## config.mk

```make
export PLATFORM = sky130hd
export DESIGN_NAME = priority_arbiter_tgco_flat
export DESIGN_NICKNAME = d
export VERILOG_FILES = /design/src/rtl/priority_arbiter_tgco_pkg.sv /design/src/rtl/priority_arbiter_tgco_if.sv /design/src/rtl/priority_arbiter_tgco_pick.sv /design/src/rtl/priority_arbiter_tgco.sv /design/src/flat_wrapper.sv
export SDC_FILE = /design/constraint.sdc
export NUM_CORES = 1
export LEC_CHECK = 0
export CORE_MARGIN = 2
export CORE_UTILIZATION = 30
export CTS_BUF_LIST = sky130_fd_sc_hd__clkbuf_16
export DETAILED_ROUTE_END_ITERATION = 6
export GPL_ROUTABILITY_DRIVEN = 0
export GPL_TIMING_DRIVEN = 0
export PLACE_DENSITY = 0.59
export SYNTH_ARGS = -nofsm -noshare
export SYNTH_HDL_FRONTEND = slang
export SYNTH_HIERARCHICAL = 1
export SYNTH_SLANG_ARGS = --single-unit
```

## constraint.sdc

```tcl
create_clock -name clk -period 2.6 [get_ports clk]
set_input_delay 0.78 -clock clk [delete_from_list [all_inputs] [get_ports clk]]
set_output_delay 0.78 -clock clk [all_outputs]
set_load 0.05 [all_outputs]
```

## src/rtl/priority_arbiter_tgco_pkg.sv

```systemverilog
// Shared types and constants for the tgco priority arbiter.
// Grant codes are one-based, with zero meaning "no grant".
package tgco_arb_pkg;

  typedef enum logic {
    ST_IDLE  = 1'b0,
    ST_GRANT = 1'b1
  } state_t;

  localparam int GRANT_NONE = 0;

  // Supported requester count range.
  localparam int N_MIN = 2;
  localparam int N_MAX = 16;

endpackage

```

## src/rtl/priority_arbiter_tgco_if.sv

```systemverilog
// Requester/arbiter bundle for priority_arbiter_tgco.
// Handshake: req is level-sensitive. release_grant is honoured only while
// grant_valid=1. All grant outputs are registered and change one cycle
// after the edge that sampled the deciding inputs.
interface priority_arbiter_tgco_if #(
  parameter int N = 4
);
  localparam int W = $clog2(N + 1);

  logic [N-1:0] req;
  logic         mode;
  // Named release_grant because "release" is a reserved word.
  logic         release_grant;
  logic         grant_valid;
  logic [W-1:0] grant_code;
  logic [N-1:0] grant_onehot;
  logic         timeout;

  modport master (
    output req, mode, release_grant,
    input  grant_valid, grant_code, grant_onehot, timeout
  );

  modport slave (
    input  req, mode, release_grant,
    output grant_valid, grant_code, grant_onehot, timeout
  );
endinterface

```

## src/rtl/priority_arbiter_tgco_pick.sv

```systemverilog
// Combinational winner search: rotate so ptr sits at the top, take the
// highest set bit, map back. Fixed mode is the same search anchored at N-1.
module priority_pick_tgco #(
  parameter int N  = 4,
  parameter int IW = $clog2(N)
) (
  input  logic [N-1:0]  cand,
  input  logic [IW-1:0] ptr,
  input  logic          mode,
  output logic          found,
  output logic [IW-1:0] win
);

  logic [IW-1:0] anchor;

  assign anchor = mode ? ptr : IW'(N - 1);

  always_comb begin
    found = 1'b0;
    win   = '0;
    // Ascending scan; the last hit is the highest rotated position.
    for (int j = 0; j < N; j++) begin
      int s;
      s = j + int'(anchor) + 1;
      if (s >= N) s = s - N;
      if (cand[s]) begin
        found = 1'b1;
        win   = IW'(s);
      end
    end
  end

endmodule

```

## src/rtl/priority_arbiter_tgco.sv

```systemverilog
// Registered N-way priority arbiter with fixed/round-robin selection,
// grant hold until release, and a hold timeout.
module priority_arbiter_tgco
  import tgco_arb_pkg::*;
#(
  parameter int N        = 4,
  parameter int MAX_HOLD = 8
) (
  input  logic                     clk,
  input  logic                     rst_n,
  priority_arbiter_tgco_if.slave   bus,
  output state_t                   dbg_state
);

  localparam int W         = $clog2(N + 1);
  localparam int IW        = $clog2(N);
  localparam int CW        = (MAX_HOLD < 1) ? 1 : $clog2(MAX_HOLD + 1);
  localparam int HOLD_LAST = (MAX_HOLD > 0) ? MAX_HOLD - 1 : 0;
  localparam int HOLD_SAT  = (MAX_HOLD > 0) ? MAX_HOLD : 0;

  state_t        state;
  logic [IW-1:0] holder;
  logic [IW-1:0] ptr;
  logic [CW-1:0] hold_cnt;
  logic          gv_q;
  logic [W-1:0]  code_q;
  logic [N-1:0]  onehot_q;
  logic          timeout_q;

  logic          holder_req;
  logic          timeout_hit;
  logic          end_of_grant;
  logic          arbitrate;
  logic [N-1:0]  cand;
  logic          found;
  logic [IW-1:0] win;

  assign holder_req   = bus.req[holder];
  assign timeout_hit  = (MAX_HOLD != 0) && (hold_cnt == CW'(HOLD_LAST));
  assign end_of_grant = (state == ST_GRANT) &&
                        (bus.release_grant || !holder_req || timeout_hit);
  assign arbitrate    = (state == ST_IDLE) || end_of_grant;
  // The outgoing holder is excluded only for the arbitration that ends it.
  assign cand         = (state == ST_IDLE) ? bus.req : (bus.req & ~onehot_q);

  priority_pick_tgco #(.N(N), .IW(IW)) u_pick (
    .cand  (cand),
    .ptr   (ptr),
    .mode  (bus.mode),
    .found (found),
    .win   (win)
  );

  always_ff @(posedge clk or negedge rst_n) begin
    if (!rst_n) begin
      state     <= ST_IDLE;
      holder    <= '0;
      ptr       <= IW'(N - 1);
      hold_cnt  <= '0;
      gv_q      <= 1'b0;
      code_q    <= W'(GRANT_NONE);
      onehot_q  <= '0;
      timeout_q <= 1'b0;
    end else begin
      timeout_q <= 1'b0;
      if (arbitrate) begin
        hold_cnt <= '0;
        if (end_of_grant && timeout_hit && !bus.release_grant && holder_req)
          timeout_q <= 1'b1;
        if (found) begin
          state    <= ST_GRANT;
          holder   <= win;
          ptr      <= (win == '0) ? IW'(N - 1) : win - 1'b1;
          gv_q     <= 1'b1;
          code_q   <= W'(win) + W'(1);
          onehot_q <= N'(1) << win;
        end else begin
          state    <= ST_IDLE;
          gv_q     <= 1'b0;
          code_q   <= W'(GRANT_NONE);
          onehot_q <= '0;
        end
      end else if (hold_cnt != CW'(HOLD_SAT)) begin
        hold_cnt <= hold_cnt + 1'b1;
      end
    end
  end

  assign bus.grant_valid  = gv_q;
  assign bus.grant_code   = code_q;
  assign bus.grant_onehot = onehot_q;
  assign bus.timeout      = timeout_q;
  assign dbg_state        = state;

endmodule

```

## src/flat_wrapper.sv

```systemverilog
// flat-port wrapper written by rule: the top's interface ports become plain ports
module priority_arbiter_tgco_flat import tgco_arb_pkg::*;
#(
  parameter int N        = 4,
  parameter int MAX_HOLD = 8
)
  (clk, rst_n, dbg_state, bus_req, bus_mode, bus_release_grant, bus_grant_valid, bus_grant_code, bus_grant_onehot, bus_timeout);
  priority_arbiter_tgco_if #(.N(N)) bus_i ();
  input  logic clk;
  input  logic rst_n;
  output state_t dbg_state;
  input wire logic [$bits(bus_i.req)-1:0] bus_req;
  input wire logic [$bits(bus_i.mode)-1:0] bus_mode;
  input wire logic [$bits(bus_i.release_grant)-1:0] bus_release_grant;
  output wire logic [$bits(bus_i.grant_valid)-1:0] bus_grant_valid;
  output wire logic [$bits(bus_i.grant_code)-1:0] bus_grant_code;
  output wire logic [$bits(bus_i.grant_onehot)-1:0] bus_grant_onehot;
  output wire logic [$bits(bus_i.timeout)-1:0] bus_timeout;
  assign bus_i.req = bus_req;
  assign bus_i.mode = bus_mode;
  assign bus_i.release_grant = bus_release_grant;
  assign bus_grant_valid = bus_i.grant_valid;
  assign bus_grant_code = bus_i.grant_code;
  assign bus_grant_onehot = bus_i.grant_onehot;
  assign bus_timeout = bus_i.timeout;
  priority_arbiter_tgco #(.N(N), .MAX_HOLD(MAX_HOLD)) u_core (.clk(clk), .rst_n(rst_n), .bus(bus_i), .dbg_state(dbg_state));
endmodule
```

After elaboration in Yosys (flattened, before gate mapping). Cells that the tools add are included. W data, S select, Z words.

Output and inout port bits: 10. Bits in registers: 17. Word-level logic and storage cells: 83. Input bits: 8.

Muxes and demuxes: 36. Shifts and indexed selects: 1. Add/sub/neg operators: 13. $lt $le $gt $ge: 9. Eq/ne operators: 2. Reduce and logical (&&, ||, !) cells: 12. Bitwise gates (word level): 3.

Operators by type and width (number): $lt A32 B4 Y1 const B (4); $mux W32 (4); $ge A32 B4 Y1 const B (1); $sub A32 B4 Y32 const B (1); $mux W1 (16); $mux W4 (4); $sub A4 B3 Y5 const B (3); $add A3 B1 Y4 const B (3); $ge A4 B3 Y1 const B (3); $mux W2 (6); $bmux W1 S2 (5); $add A2 B2 Y3 const A (2); $add A4 B1 Y4 const B (1); $and A4 B4 Y4 (1); $eq A4 B3 Y1 const B (1); $logic_and A1 B1 Y1 (4); $ne A4 B4 Y1 const B (1); $not A4 Y4 (1); $shl A1 B2 Y4 const A (1); $add A1 B2 Y3 const A (1); $add A2 B1 Y3 const B (1); $logic_or A1 B1 Y1 (3); $lt A2 B3 Y1 const B (1); $mux W3 (1); 6 further kinds (7).

Depth between registers and ports, before layout. Gate-level depths: netlist of the first run.

Depth in word-level cells: 13. Gate-level depth with buffers: 9. Gate-level depth less buffers: 9.

Modules after synthesis. The synthesis of the first run kept the hierarchy.

Modules (own cells, without submodules): priority_arbiter_tgco (sequential area each 402.9 µm², times used 1, cells each 82, area an instance 892.1 µm²); priority_pick_tgco (sequential area each 0.0 µm², times used 1, cells each 31, area an instance 191.4 µm²).

Worst setup path before layout of the first run. Ideal clock, no wire load.

Path kind: input port to flip-flop. Start: in bus_req[3]. End: reg u_core.ptr[0]. Arrival: 2.684 ns. Buffers on the path: 0. Library setup time: 0.085 ns. Stages on the path: 9. Data required time: 2.515 ns. Slack: -0.169 ns. Cell sequence: a21boi_0 -> and3b_1 -> o31ai_1 -> mux2i_1 -> o21ai_1 -> inv_1 -> ha_1 -> nand2b_1 -> mux2_1.

Cells in the longest elaborated chain, start to end: 11. Elaborated cells on any way between the ends: 33. Classes of those cells: 1 x add/sub; 24 x mux; 1 x bitwise; 7 x reduce/logical.

RTL lines: start: declaration (line flat_wrapper.sv:12) `input wire logic [$bits(bus_i.req)-1:0] bus_req;`; $and A4 B4 Y4 (line priority_arbiter_tgco.sv:44) `assign cand = (state == ST_IDLE) ? bus.req : (bus.req & ~onehot_q);`; $mux W4 (*) (line priority_arbiter_tgco.sv:44); $bmux W1 S2 (line priority_arbiter_tgco_pick.sv:26) `if (cand[s]) begin`; $mux W1 (not written as such) (2 in a row) (line priority_arbiter_tgco_pick.sv:26); $mux W2 (3 in a row) (line priority_arbiter_tgco_pick.sv:26); $mux W2 (*) (line priority_arbiter_tgco_pick.sv:26); net u_core.win[0] (line priority_arbiter_tgco.sv:36) `logic [IW-1:0] win;`; $sub A2 B1 Y2 / $logic_not A2 Y1 (equally long branches) (line priority_arbiter_tgco.sv:73) `ptr <= (win == '0) ? IW'(N - 1) : win - 1'b1;`; $mux W2 (*) (line priority_arbiter_tgco.sv:73); end signal: assignment (line priority_arbiter_tgco.sv:58) `ptr <= IW'(N - 1);`; end signal: assignment (line priority_arbiter_tgco.sv:73); end: declaration (line priority_arbiter_tgco.sv:23) `logic [IW-1:0] ptr;`.

Mark *: on every way through the listed nets, which the timed path passes. The rest lies on a longest branch. The select of a mux whose other input is x is not followed. A chain may end at the register's enable or synchronous reset.

Worst setup path after layout of the first run.
Start: in bus_req[0]. End: reg u_core.ptr[0].

Cells in the longest elaborated chain, start to end: 11. Elaborated cells on any way between the ends: 33. Classes of those cells: 1 x add/sub; 24 x mux; 1 x bitwise; 7 x reduce/logical.

RTL lines: $and A4 B4 Y4 (line priority_arbiter_tgco.sv:44); $mux W4 (*) (line priority_arbiter_tgco.sv:44); net u_core.cand[0] (line priority_arbiter_tgco.sv:34) `logic [N-1:0] cand;`; $bmux W1 S2 (line priority_arbiter_tgco_pick.sv:26); $mux W1 (not written as such) (2 in a row) (line priority_arbiter_tgco_pick.sv:26); $mux W2 (3 in a row) (line priority_arbiter_tgco_pick.sv:26); $mux W2 (*) (line priority_arbiter_tgco_pick.sv:26); net u_core.win[0] (line priority_arbiter_tgco.sv:36); $sub A2 B1 Y2 / $logic_not A2 Y1 (equally long branches) (line priority_arbiter_tgco.sv:73); $mux W2 (*) (line priority_arbiter_tgco.sv:73).

Marks and branches as above.

==> summary.md, run 1 <==
| Metric | Value |
|---|---|
| Status | complete, no violations |
| Sequential power share | ~26% |
| Initial core utilization | a little under a third |
| Syn Nets | ~130 |
| Internal power | between 900 and 1000 uW |
| Worst r2r src | u_core/bus.grant_valid |
| Nets | about 160 |
| DRT Pass-1 Iters | 4 |
| Pins Over Slew Limit | 0 |
| Cts bufs inserted | 3 |
| GRT Util Overall | 13.4% |
| Crit Reg-Reg Endpoint | u_core/ptr[0] |
| Worst Hold Path Cells | 2 |
| Max incr delay on CP | 430 ps |
| H-tree depth | 1 |
| CTS tree | done |
| Setup crit start kind | primary input |
| DR DRC count | 0 |
| CP arrival | ~2700 ps |
| Maxcap violations | 0 |
| Total power | 1750 uW |
| Initial antenna violation count | 0 |
| Tcrit/Tclk final | between 90% and 100% |
| Vias | between 900 and 1000 |
| Kind of critical path | in2reg |
| Power per cell area | approximately 1100 mW/mm^2 |
| HP Class | reg2reg |
| Chip Width | 64.1 um |
| Slew @ Worst Pin | 706 ps |
| Clock Sinks | 16 |
| Clk root buf | clkbuf_16 |
| Drt via density | between 4 and 5 |
| Yosys warnings | 6 |
| I/O pin count | 18 |
| FF-to-FF setup slack | ~400 ps |
| WP data required | 2770 ps |
| Critical-path top delay cell | clkdlybuf4s50_1 |
| Leak pwr | 0.000748 uW |
| Area growth syn-to-layout | 44.0% |
| First-pass GRT wire length | 4320 um |
| Row count | 21 |
| Clock Latency Late Sink | between 200 and 250 ps |
| Critical path fanouts, max | 3 |
| Cell area after synthesis | 0.00108 sq mm |
| Peak VDD IR | ~0.00053 V |
| Synth cell types | 40 |
| Final Hold Vio Count | 0 |
| Switching fraction of total power | a little over two fifths |
| Longest Clk Path Bufs | 2 |
| Port Buffer Count | 17 |
| Die footprint | ~0.0041 sq mm |
| Pin count of the biggest net entering global routing | 17 |
| Mapped Avg Cell Area | roughly 9.6 sq um |
| DRT antenna net count | 0 |
| Die height | around 64 um |
| Vias in the first global route | 970 |
| Hold Buf Count CTS | 0 |
| Post-DP HPWL | between 1500 and 2000 um |
| Starting DRC count in detailed routing | 29 |
| Core ar. | around 0.0034 sq mm |
| Cells along the critical path | clkdlybuf4s50_1, a21boi_4, nor4b_2, a211oi_2, mux2i_1, o21ai_2, inv_2, ha_1, nand2b_1, mux2_1 |
| R2r worst-path depth | 9 |
| Combinational share of power | between 50% and 60% |
| Finish-stage setup viols | 0 |
| RSZ-0062 raised after global routing | true |
| Final Critical Period | about 2500 ps |
| Cells after Synth | between 100 and 150 |
| Worst Skew | a little over 0.5 ps |
| Share of cells above drive strength 1 | 26.1% |
| Switching pwr | about 750 uW |
| Max Freq | ~400 MHz |
| Worst-path clk slew | 50 ps |
| Most frequent cells in the layout | clkdlybuf4s50_1 (13), nand2_1 (13), dfrtp_1 (13) |
| Worst Hold Path EP | u_core/ptr[1] |
| Total gr overflow | 0 |
| Final WL | between 2000 and 2500 um |
| Slew margin rel. | roughly 53% |
| Clock power share | between 10% and 20% |
| Seq/Total Area, Yosys | between 30% and 40% |
| Setup TNS | 0 ps |
| Drt wl/cell | 12.9 um |
| Hold path start | u_core/ptr[1] |
| Ant. Diodes | 0 |
| Post-synthesis register bit count | 16 |
| Worst setup EP type | register |
[cell usage after synthesis (all sizes together)]
cell type | n | area [sq um]
a22oi | 1 | 21.3
buf | 4 | 31.3
nand2 | 13 | 48.8
o2bb2ai | 1 | 8.76
o21ai | 4 | 23.8
and3b | 2 | 17.5
nor3 | 1 | 5.00
nor4b | 1 | 8.76
a211oi | 1 | 7.51
a31o | 1 | 8.76
a21boi | 4 | 30.0
nor2 | 9 | 36.3
nand2b | 4 | 25.0
mux2i | 9 | 90.1
nor3b | 5 | 47.5
o2111ai | 1 | 8.76
o32ai | 1 | 8.76
nand3 | 1 | 5.00
inv | 12 | 45.0
nand3b | 1 | 7.51
dfstp | 2 | 52.6
o31ai | 1 | 7.51
a222oi | 1 | 10.0
xnor2 | 1 | 8.76
or2 | 2 | 12.5
ha | 6 | 75.1
clkbuf | 1 | 3.75
xor2 | 1 | 8.76
mux2 | 4 | 48.8
dfrtp | 14 | 350
a21oi | 4 | 20.0
[registers in the layout (all words and copies together) (netlist names)]
| register | flops |
|---|---|
| u_core/holder | 2 |
| u_core/bus.timeout | 1 |
| u_core/bus.grant_valid | 1 |
| u_core/hold_cnt | 4 |
| u_core/bus.grant_code | 3 |
| u_core/ptr | 2 |
| u_core/bus.grant_onehot | 3 |
[stage by stage]
step / hold WS [ps] / cells / setup WS, ps / utilization, % / instance area, sq um
CTS: 468 / 187 / -17.0 / 44.0 / 1500
global route: 505 / 188 / -29.9 / 45.7 / 1560
floorplan: 446 / 113 / 56.2 / - / 1090
global placement: 462 / 176 / -732 / 38.5 / 1320
detailed placement: 460 / 176 / -787 / 38.5 / 1320
finish: 463 / 188 / 90.3 / 45.7 / 1560
[critical path: cells and delay by family]
family,cells,cell delay (ps)
buffers and inverters,2,490
AND/OR/NAND/NOR,2,450
multiplexers,2,420
AO/OA/AOI/OAI,3,330
adder cells (fa/ha/maj),1,200
[timing repair]
| action | in CTS | in global routing |
|---|---|---|
| pin swaps | 3 | 3 |
| cloned | 0 | 0 |
| setup buffers | 7 | 1 |
| endpoints found under the hold margin | 0 | 0 |
| resized for setup | 13 | 10 |
| endpoints found under the setup margin | 10 | 9 |
[metal layers]
layer  up-vias  wire, um  global-route usage [%]
li1        444         -                       -
met1       439      1060                    16.0
met2        19      1240                    23.8
met3         4        89                    2.11
met4         0        26                    5.59
met5         -         0                       0
[kinds of logic (layout without fill, tap and decap cells)]
family,Yosys count,after routing,synth area share [%]
XOR/XNOR,2,2,1.62
flip-flops,16,16,37.2
adder cells (fa/ha/maj),6,6,6.93
AND/OR/NAND/NOR,39,39,19.7
buffers and inverters,17,46,7.39
multiplexers,13,13,12.8
AO/OA/AOI/OAI,20,20,14.3
[power by group through the flow]
| stage | registers, uW | logic [uW] | clock network (uW) |
|---|---|---|---|
| 6_report | 447 | 1000 | 298 |
| 5_1_grt | 464 | 1100 | 319 |
| 4_1_cts | 445 | 968 | 307 |
| 3_5_place_dp | 434 | 873 | 0 |
| 3_3_place_gp | 428 | 853 | 0 |
| 2_1_floorplan | 557 | 516 | 0 |
[layout make-up]
class                   instances  area [sq um]
well taps                      46          57.6
clock buffers                   3          75.1
multi-input cells              80           699
repair buffers                 25           240
flip-flops and latches         16           404
plain buffers                   5          35.0
clock inverters                 1          3.75
fillers                       339          1860
inverters                      12          45.0
[worst max path at each step]
stage,start,endpoint,cells past startpoint,slack (ps)
floorplan,bus_req[1],u_core/ptr[0],9,60
global placement,bus_req[1],u_core/ptr[0],10,-730
detailed placement,bus_req[1],u_core/ptr[0],10,-790
CTS,bus_req[1],u_core/ptr[0],10,-20
global route,bus_req[0],u_core/bus.grant_onehot[2],11,-30
finish,bus_req[0],u_core/ptr[0],10,90
(Power assumes the default switching activity.)
==> run 2, diff against run 1 <==
--- a/config.mk
+++ b/config.mk
@@ -11,7 +11,9 @@
 export DETAILED_ROUTE_END_ITERATION = 6
 export GPL_ROUTABILITY_DRIVEN = 0
 export GPL_TIMING_DRIVEN = 0
+export HOLD_SLACK_MARGIN = 0.02
 export PLACE_DENSITY = 0.59
+export SETUP_SLACK_MARGIN = 0.2
 export SYNTH_ARGS = -nofsm -noshare
 export SYNTH_HDL_FRONTEND = slang
 export SYNTH_HIERARCHICAL = 1
==> summary.md, run 2 (synthesized netlist as in run 1, its figures left out) <==
| Metric | Value |
|---|---|
| Status | complete, no violations |
| Clock Sinks | 16 (unchanged) |
| Total gr overflow | 0 (unchanged) |
| Power per cell area | 1140 mW/mm^2 (+2.2%) |
| Finish-stage setup viols | 0 (unchanged) |
| Row count | 21 (unchanged) |
| Maxcap violations | 0 (unchanged) |
| I/O pin count | 18 (unchanged) |
| Share of cells above drive strength 1 | 29.1% (+3.0 points) |
| Final instance area | 0.00153 sq mm (-2.2%) |
| Internal power | 979 uW (-2.0%) |
| Core ar. | 0.00342 sq mm (unchanged) |
| Top reg by flops | u_core/hold_cnt |
| Hold Buf Count CTS | 0 (unchanged) |
| Chip Width | 64.1 um (unchanged) |
| HP Class | reg2reg |
| Worst Hold Path EP | u_core/ptr[1] |
| Worst setup EP type | register |
| Nets | 156 (-0.64%) |
| Clk root buf | clkbuf_16 |
| Initial core utilization | 31.7% (unchanged) |
| DRT Pass-1 Iters | 4 (unchanged) |
| Combinational share of power | 56.6% (-0.8 points) |
| Most common cell after layout, fill and taps aside | dfrtp_1 |
| Die height | 64.1 um (unchanged) |
| Pin count of the biggest net entering global routing | 17 (unchanged) |
| WP data required | 2770 ps (about the same) |
| Drt via density | 4.83 (+0.31%) |
| Post-DP HPWL | 1820 um (+5.4%) |
| Final WL | 2630 um (+8.7%) |
| Worst Skew | 3.11 ps (+2.60 ps) |
| Worst r2r src | u_core/bus.grant_valid |
| Starting DRC count in detailed routing | 69 (+140%) |
| Clock power share | 17.7% (+0.7 points) |
| Place WS | -569 ps (+217 ps) |
| CP arrival | 2510 ps (-170 ps) |
| FF-to-FF setup slack | 490 ps (+90 ps) |
| Dpl cell area | 0.00136 sq mm (+3.3%) |
| Pins Over Slew Limit | 0 (unchanged) |
| Ant. Diodes | 0 (unchanged) |
| Final Hold Vio Count | 0 (unchanged) |
| Most frequent cells in the layout | dfrtp_1 (13), nand2_1 (12), inv_1 (10) |
| GRT Util Overall | 14.3% (+0.93 points) |
| Largest register FFs | 4 (unchanged) |
| RSZ-0062 raised after global routing | true |
| First-pass GRT wire length | 4590 um (+6.2%) |
| Tcrit/Tclk final | 89.7% (-6.9 points) |
| Switching pwr | 766 uW (+2.3%) |
| H-tree depth | 1 (unchanged) |
| Hold path start | u_core/ptr[1] |
| Longest Clk Path Bufs | 2 (unchanged) |
| Total power | 1740 uW (-0.14%) |
| Crit Reg-Reg Endpoint | u_core/ptr[0] |
| Peak VDD IR | 0.000433 V (-18%) |
| Final Critical Period | 2330 ps (-179 ps) |
| DR DRC count | 0 (unchanged) |
| Die footprint | 0.00411 sq mm (unchanged) |
| Cts bufs inserted | 3 (unchanged) |
| Worst Hold Path Cells | 2 (unchanged) |
| Setup crit start kind | primary input |
| Sequential power share | 25.7% (about the same) |
| Vias | 904 (-0.22%) |
| Port Buffer Count | 17 (unchanged) |
| Leak pwr | 0.000715 uW (-4.4%) |
| Critical path fanouts, max | 5 (+2) |
| Initial antenna violation count | 0 (unchanged) |
| Area growth syn-to-layout | 40.8% |
| Worst-path clk slew | 50 ps (about the same) |
| Slew @ Worst Pin | 759 ps (+53.0 ps) |
| R2r worst-path depth | 8 (-1) |
| Slew margin rel. | 49.2% (-3.5 points) |
| Switching fraction of total power | 43.9% (+1.0 points) |
| Kind of critical path | in2reg |
| Vias in the first global route | 1011 (+4.2%) |
| Drt wl/cell | 14.1 um (+9.3%) |
| Max Freq | 429 MHz (+7.7%) |
| Fillers | 341 (+0.59%) |
| Clock Latency Late Sink | 250 ps (about the same) |
| CTS tree | done |
| DRT antenna net count | 0 (unchanged) |
| Final setup margin | 269 ps (+179 ps) |
## run 2: changes by cell type in the layout (fill, tap and decap cells not counted), sizes merged
cell and delta:
clkdlybuf4s50 -4, dlymetal6s2s -3, buf -1, clkbuf +2, dlygate4sd2 +5
## run 2: power by group through the flow
stage                     clock (uW)  sequential (uW)  combinational [uW]
after floorplan                    0              572                 531
after global placement             0              445                 871
after CTS                        316              450                 985
after detailed placement           0              450                 895
after global routing             331              464                1090
final                            309              449                 987
## run 2: final cells by class
cell class	instances	area (sq um)	share of cell area [%]
plain buffers	5	35.0	2.30
clock buffers	3	75.1	4.92
clock inverters	1	3.75	0.246
inverters	12	45.0	2.95
multi-input cells	80	699	45.9
flip-flops and latches	16	404	26.5
well taps	46	57.6	3.77
repair buffers	24	205	13.5
## run 2: worst max-delay path, stage by stage
cell and delay (ps):
dlygate4sd2_1 250, a21boi_4 160, buf_4 150, mux2i_1 170
o2111ai_1 160, o21ai_2 200, inv_2 60, ha_2 180
nand2b_1 130, mux2_1 280
## run 2: through the flow
stage	hold slack [ps]	cells	setup TNS, ps	util, %
2_1_floorplan	446	113	0	-
3_3_place_gp	461	176	-2800	39.8
3_5_place_dp	470	176	-3040	39.8
4_1_cts	484	187	0	44.7
5_1_grt	516	187	0	44.7
6_report	474	187	0	44.7
## run 2: worst max path at each step
stage          startpoint             to  slack (ps)  depth (start not counted)
2_1_floorplan  bus_req[3]  u_core/ptr[0]         200                          9
3_3_place_gp   bus_req[2]  u_core/ptr[0]        -530                         10
3_5_place_dp   bus_req[2]  u_core/ptr[0]        -570                         10
4_1_cts        bus_req[3]  u_core/ptr[0]         220                         10
5_1_grt        bus_req[0]  u_core/ptr[0]         170                         10
6_report       bus_req[0]  u_core/ptr[0]         270                         10
## run 2: metal layers
metal  up-vias  track usage [%]  wire [um]
li1        442                -          -
met1       434             16.5       1110
met2        23             26.7       1380
met3         5             1.23         93
met4         0             6.38         51
met5         -                0          0
## run 2: what timing repair did
item | CTS | global route
setup endpoints to repair | 13 | 3
buffers inserted | 7 | 0
pin swaps | 4 | 5
gates resized for setup | 16 | 8
==> run 3, diff against run 2 <==
--- a/config.mk
+++ b/config.mk
@@ -9,12 +9,11 @@
 export CORE_UTILIZATION = 30
 export CTS_BUF_LIST = sky130_fd_sc_hd__clkbuf_16
 export DETAILED_ROUTE_END_ITERATION = 6
-export GPL_ROUTABILITY_DRIVEN = 0
 export GPL_TIMING_DRIVEN = 0
 export HOLD_SLACK_MARGIN = 0.02
 export PLACE_DENSITY = 0.59
 export SETUP_SLACK_MARGIN = 0.2
+export SKIP_CTS_REPAIR_TIMING = 1
 export SYNTH_ARGS = -nofsm -noshare
 export SYNTH_HDL_FRONTEND = slang
-export SYNTH_HIERARCHICAL = 1
 export SYNTH_SLANG_ARGS = --single-unit
==> summary.md, run 3 <==
| Metric | Value |
|---|---|
| Chip Width | 62.0 um (-3.3%) |
| GRT Util Overall | 12.2% (-2.2 points) |
| Delay-heaviest family, CP | buffers and inverters |
| DR DRC count | 0 (unchanged) |
| Die footprint | 0.00384 sq mm (-6.5%) |
| Drt wl/cell | 12.2 um (-13%) |
| Post-DP HPWL | 1520 um (-16%) |
| Syn Nets | 118 (-7.1%) |
| DRT Pass-1 Iters | 4 (unchanged) |
| Synth Area in Adders | 7.44% (+0.52 points) |
| Cells after Synth | 104 (-8.0%) |
| Finish-stage setup viols | 0 (unchanged) |
| Final Hold Vio Count | 0 (unchanged) |
| Critical path buffers and inverters | 1 (-2) |
| Cells along the critical path | clkdlybuf4s50_1 |
| Total gr overflow | 0 (unchanged) |
| Area contributors post-synth | dfrtp_1 (35%), ha_1 (7.4%), dfstp_2 (5.2%) |
| Pin count of the biggest net entering global routing | 17 (unchanged) |
| Maxcap violations | 0 (unchanged) |
| Nets | 144 (-7.7%) |
| Critical path fanouts, max | 4 (-1) |
| Row count | 21 (unchanged) |
| Max Freq | 429 MHz (about the same) |
| Die height | 62.0 um (-3.3%) |
| Setup TNS | 0 ps (unchanged) |
| CP arrival | 1550 ps (-960 ps) |
| Pins Over Slew Limit | 0 (unchanged) |
| Power per cell area | 1140 mW/mm^2 (-0.47%) |
| H-tree depth | 1 (unchanged) |
| Synth Area in XOR/XNOR | 1.74% (+0.12 points) |
| Vias | 800 (-12%) |
| DRT antenna net count | 0 (unchanged) |
| Mapped Avg Cell Area | 9.70 sq um (+1.1%) |
| Initial core utilization | 30.7% (-1.0 points) |
| Ant. Diodes | 0 (unchanged) |
| HP Class | reg2reg |
| Vias in the first global route | 740 (-27%) |
| Final Util | 42.6% (-2.1 points) |
| Synth async-reset ratio | 100% (unchanged) |
| Final instance area | 0.00140 sq mm (-8.3%) |
| Area growth syn-to-layout | 38.7% |
| Met2 WL | 1110 um (-19%) |
| Share of cells above drive strength 1 | 20.2% (-8.9 points) |
| Largest area contributor in the netlist | dfrtp_1 |
| CTS tree | done |
| WP data required | 1820 ps (-950 ps) |
| Most frequent cells in the layout | dfrtp_1 (14), inv_1 (13), clkdlybuf4s50_1 (9) |
| Final setup margin | 268 ps (-1.41 ps) |
| Cell area after synthesis | 0.00101 sq mm (-6.9%) |
| Port Buffer Count | 17 (unchanged) |
| RSZ-0062 raised after global routing | false |
| Slew @ Worst Pin | 726 ps (-33.8 ps) |
| Drt via density | 4.57 (-5.4%) |
| Prevailing post-synth register cell | dfrtp_1 |
| Starting DRC count in detailed routing | 20 (-71%) |
| Routability-driven placement congestion ratio | 0.736 |
| Final WL | 2140 um (-19%) |
| Seq/Total Area, Yosys | 40.0% (+2.8 points) |
| Critical-path top delay cell | clkdlybuf4s50_1 |
| Clk root buf | clkbuf_16 |
| Max incr delay on CP | 850 ps (+570 ps) |
| Slew margin rel. | 51.5% (+2.3 points) |
| First-pass GRT wire length | 3490 um (-24%) |
| Peak VDD IR | 0.000271 V (-37%) |
| Final Critical Period | 2330 ps (+1.41 ps) |
| Place WS | -454 ps (+115 ps) |
| Clock Sinks | 16 (unchanged) |
| Worst-path clk slew | 50 ps (about the same) |
| Synth Area in Compound Gates | 16.5% (+2.2 points) |
| Largest family of logic cells by synthesized area | simple AND/OR/NAND/NOR gates |
| Longest Clk Path Bufs | 2 (unchanged) |
| Core ar. | 0.00328 sq mm (-3.8%) |
| Leak pwr | 0.000681 uW (-4.7%) |
| Most common cell after layout, fill and taps aside | dfrtp_1 |
| DR WL met3 | 43 um (-54%) |
| Mux cell area share after synthesis | 7.69% (-5.1 points) |
| I/O pin count | 18 (unchanged) |
| Post-synthesis register bit count | 16 (unchanged) |
| Worst Skew | 2.35 ps (-0.769 ps) |
| Post-synth EDFFs | 0 (unchanged) |
| Clock Latency Late Sink | 240 ps (about the same) |
| Simple-gate area share of the yosys netlist | 17.4% (-2.4 points) |
| Initial antenna violation count | 0 (unchanged) |
| Kind of critical path | reg2out |
| Highest Signal Layer | met3 |
| Most common library cells after synthesis | dfrtp_1 (14), inv_1 (13), nor2_1 (8), ha_1 (6), nand2_1 (6) |
| Yosys warnings | 0 (-6) |
| Synth cell types | 37 (-7.5%) |
| Cts bufs inserted | 3 (unchanged) |
| Worst setup EP type | output pin |
| Setup crit start kind | register |
| Met1 Wirelength | 983 um (-11%) |
| Share of the synthesized area in the top cell type | 34.7% (+2.4 points) |
| Tcrit/Tclk final | 89.7% (about the same) |
| Dpl cell area | 0.00124 sq mm (-9.0%) |
| Count leader, synth | dfrtp_1 |
| Status | complete, no violations |
-- run 3: through the flow --
stage / power (uW) / hold slack (ps) / instances
after floorplan: 1000 / 484 / 104
after global placement: 1200 / 522 / 167
after detailed placement: 1220 / 527 / 167
after CTS: 1520 / 537 / 171
after global routing: 1710 / 563 / 175
final: 1590 / 532 / 175
-- run 3: report_power, final --
group / leakage, uW / total (uW) / switching (uW) / internal [uW]
Clock: 0.0000385 / 292 / 88.2 / 203
Combinational: 0.000444 / 839 / 449 / 390
Sequential: 0.000198 / 462 / 114 / 348
Total: 0.000681 / 1590 / 652 / 941
-- run 3: area by class of cell --
cell class | instances | area (sq um)
inverter | 13 | 48.8
timing repair buffer | 21 | 220
multi-input combinational | 70 | 546
buffer | 5 | 45.0
clock inverter | 1 | 3.75
sequential | 16 | 403
tap | 46 | 57.6
clock buffer | 3 | 75.1
fill | 328 | 1890
-- run 3: routing by layer --
metal / up-vias / GRT usage, %
met5: - / 0
met2: 11 / 19.6
li1: 405 / -
met3: 0 / 3.11
met4: 0 / 2.74
met1: 384 / 16.4
-- run 3: final timing paths --
check | start | slack, ps | cells after the start | to
max | u_core.bus.grant_onehot[1] | 270 | 1 | bus_grant_onehot[1]
min | u_core.bus.grant_code[1] | 530 | 2 | u_core.bus.grant_code[1]
max reg2reg | u_core.dbg_state | 450 | 8 | u_core.bus.grant_code[1]
min reg2reg | u_core.bus.grant_code[1] | 530 | 2 | u_core.bus.grant_code[1]
max in group asynchronous | rst_n | 1170 | 1 | u_core.bus.grant_onehot[0]
min in group asynchronous | rst_n | 970 | 1 | u_core.hold_cnt[3]
-- run 3: cells by family after synthesis --
family / Yosys count
AND/OR/NAND/NOR: 32
AO/OA/AOI/OAI: 25
buffers and inverters: 18
flip-flops: 16
adder cells (fa/ha/maj): 6
multiplexers: 5
XOR/XNOR: 2
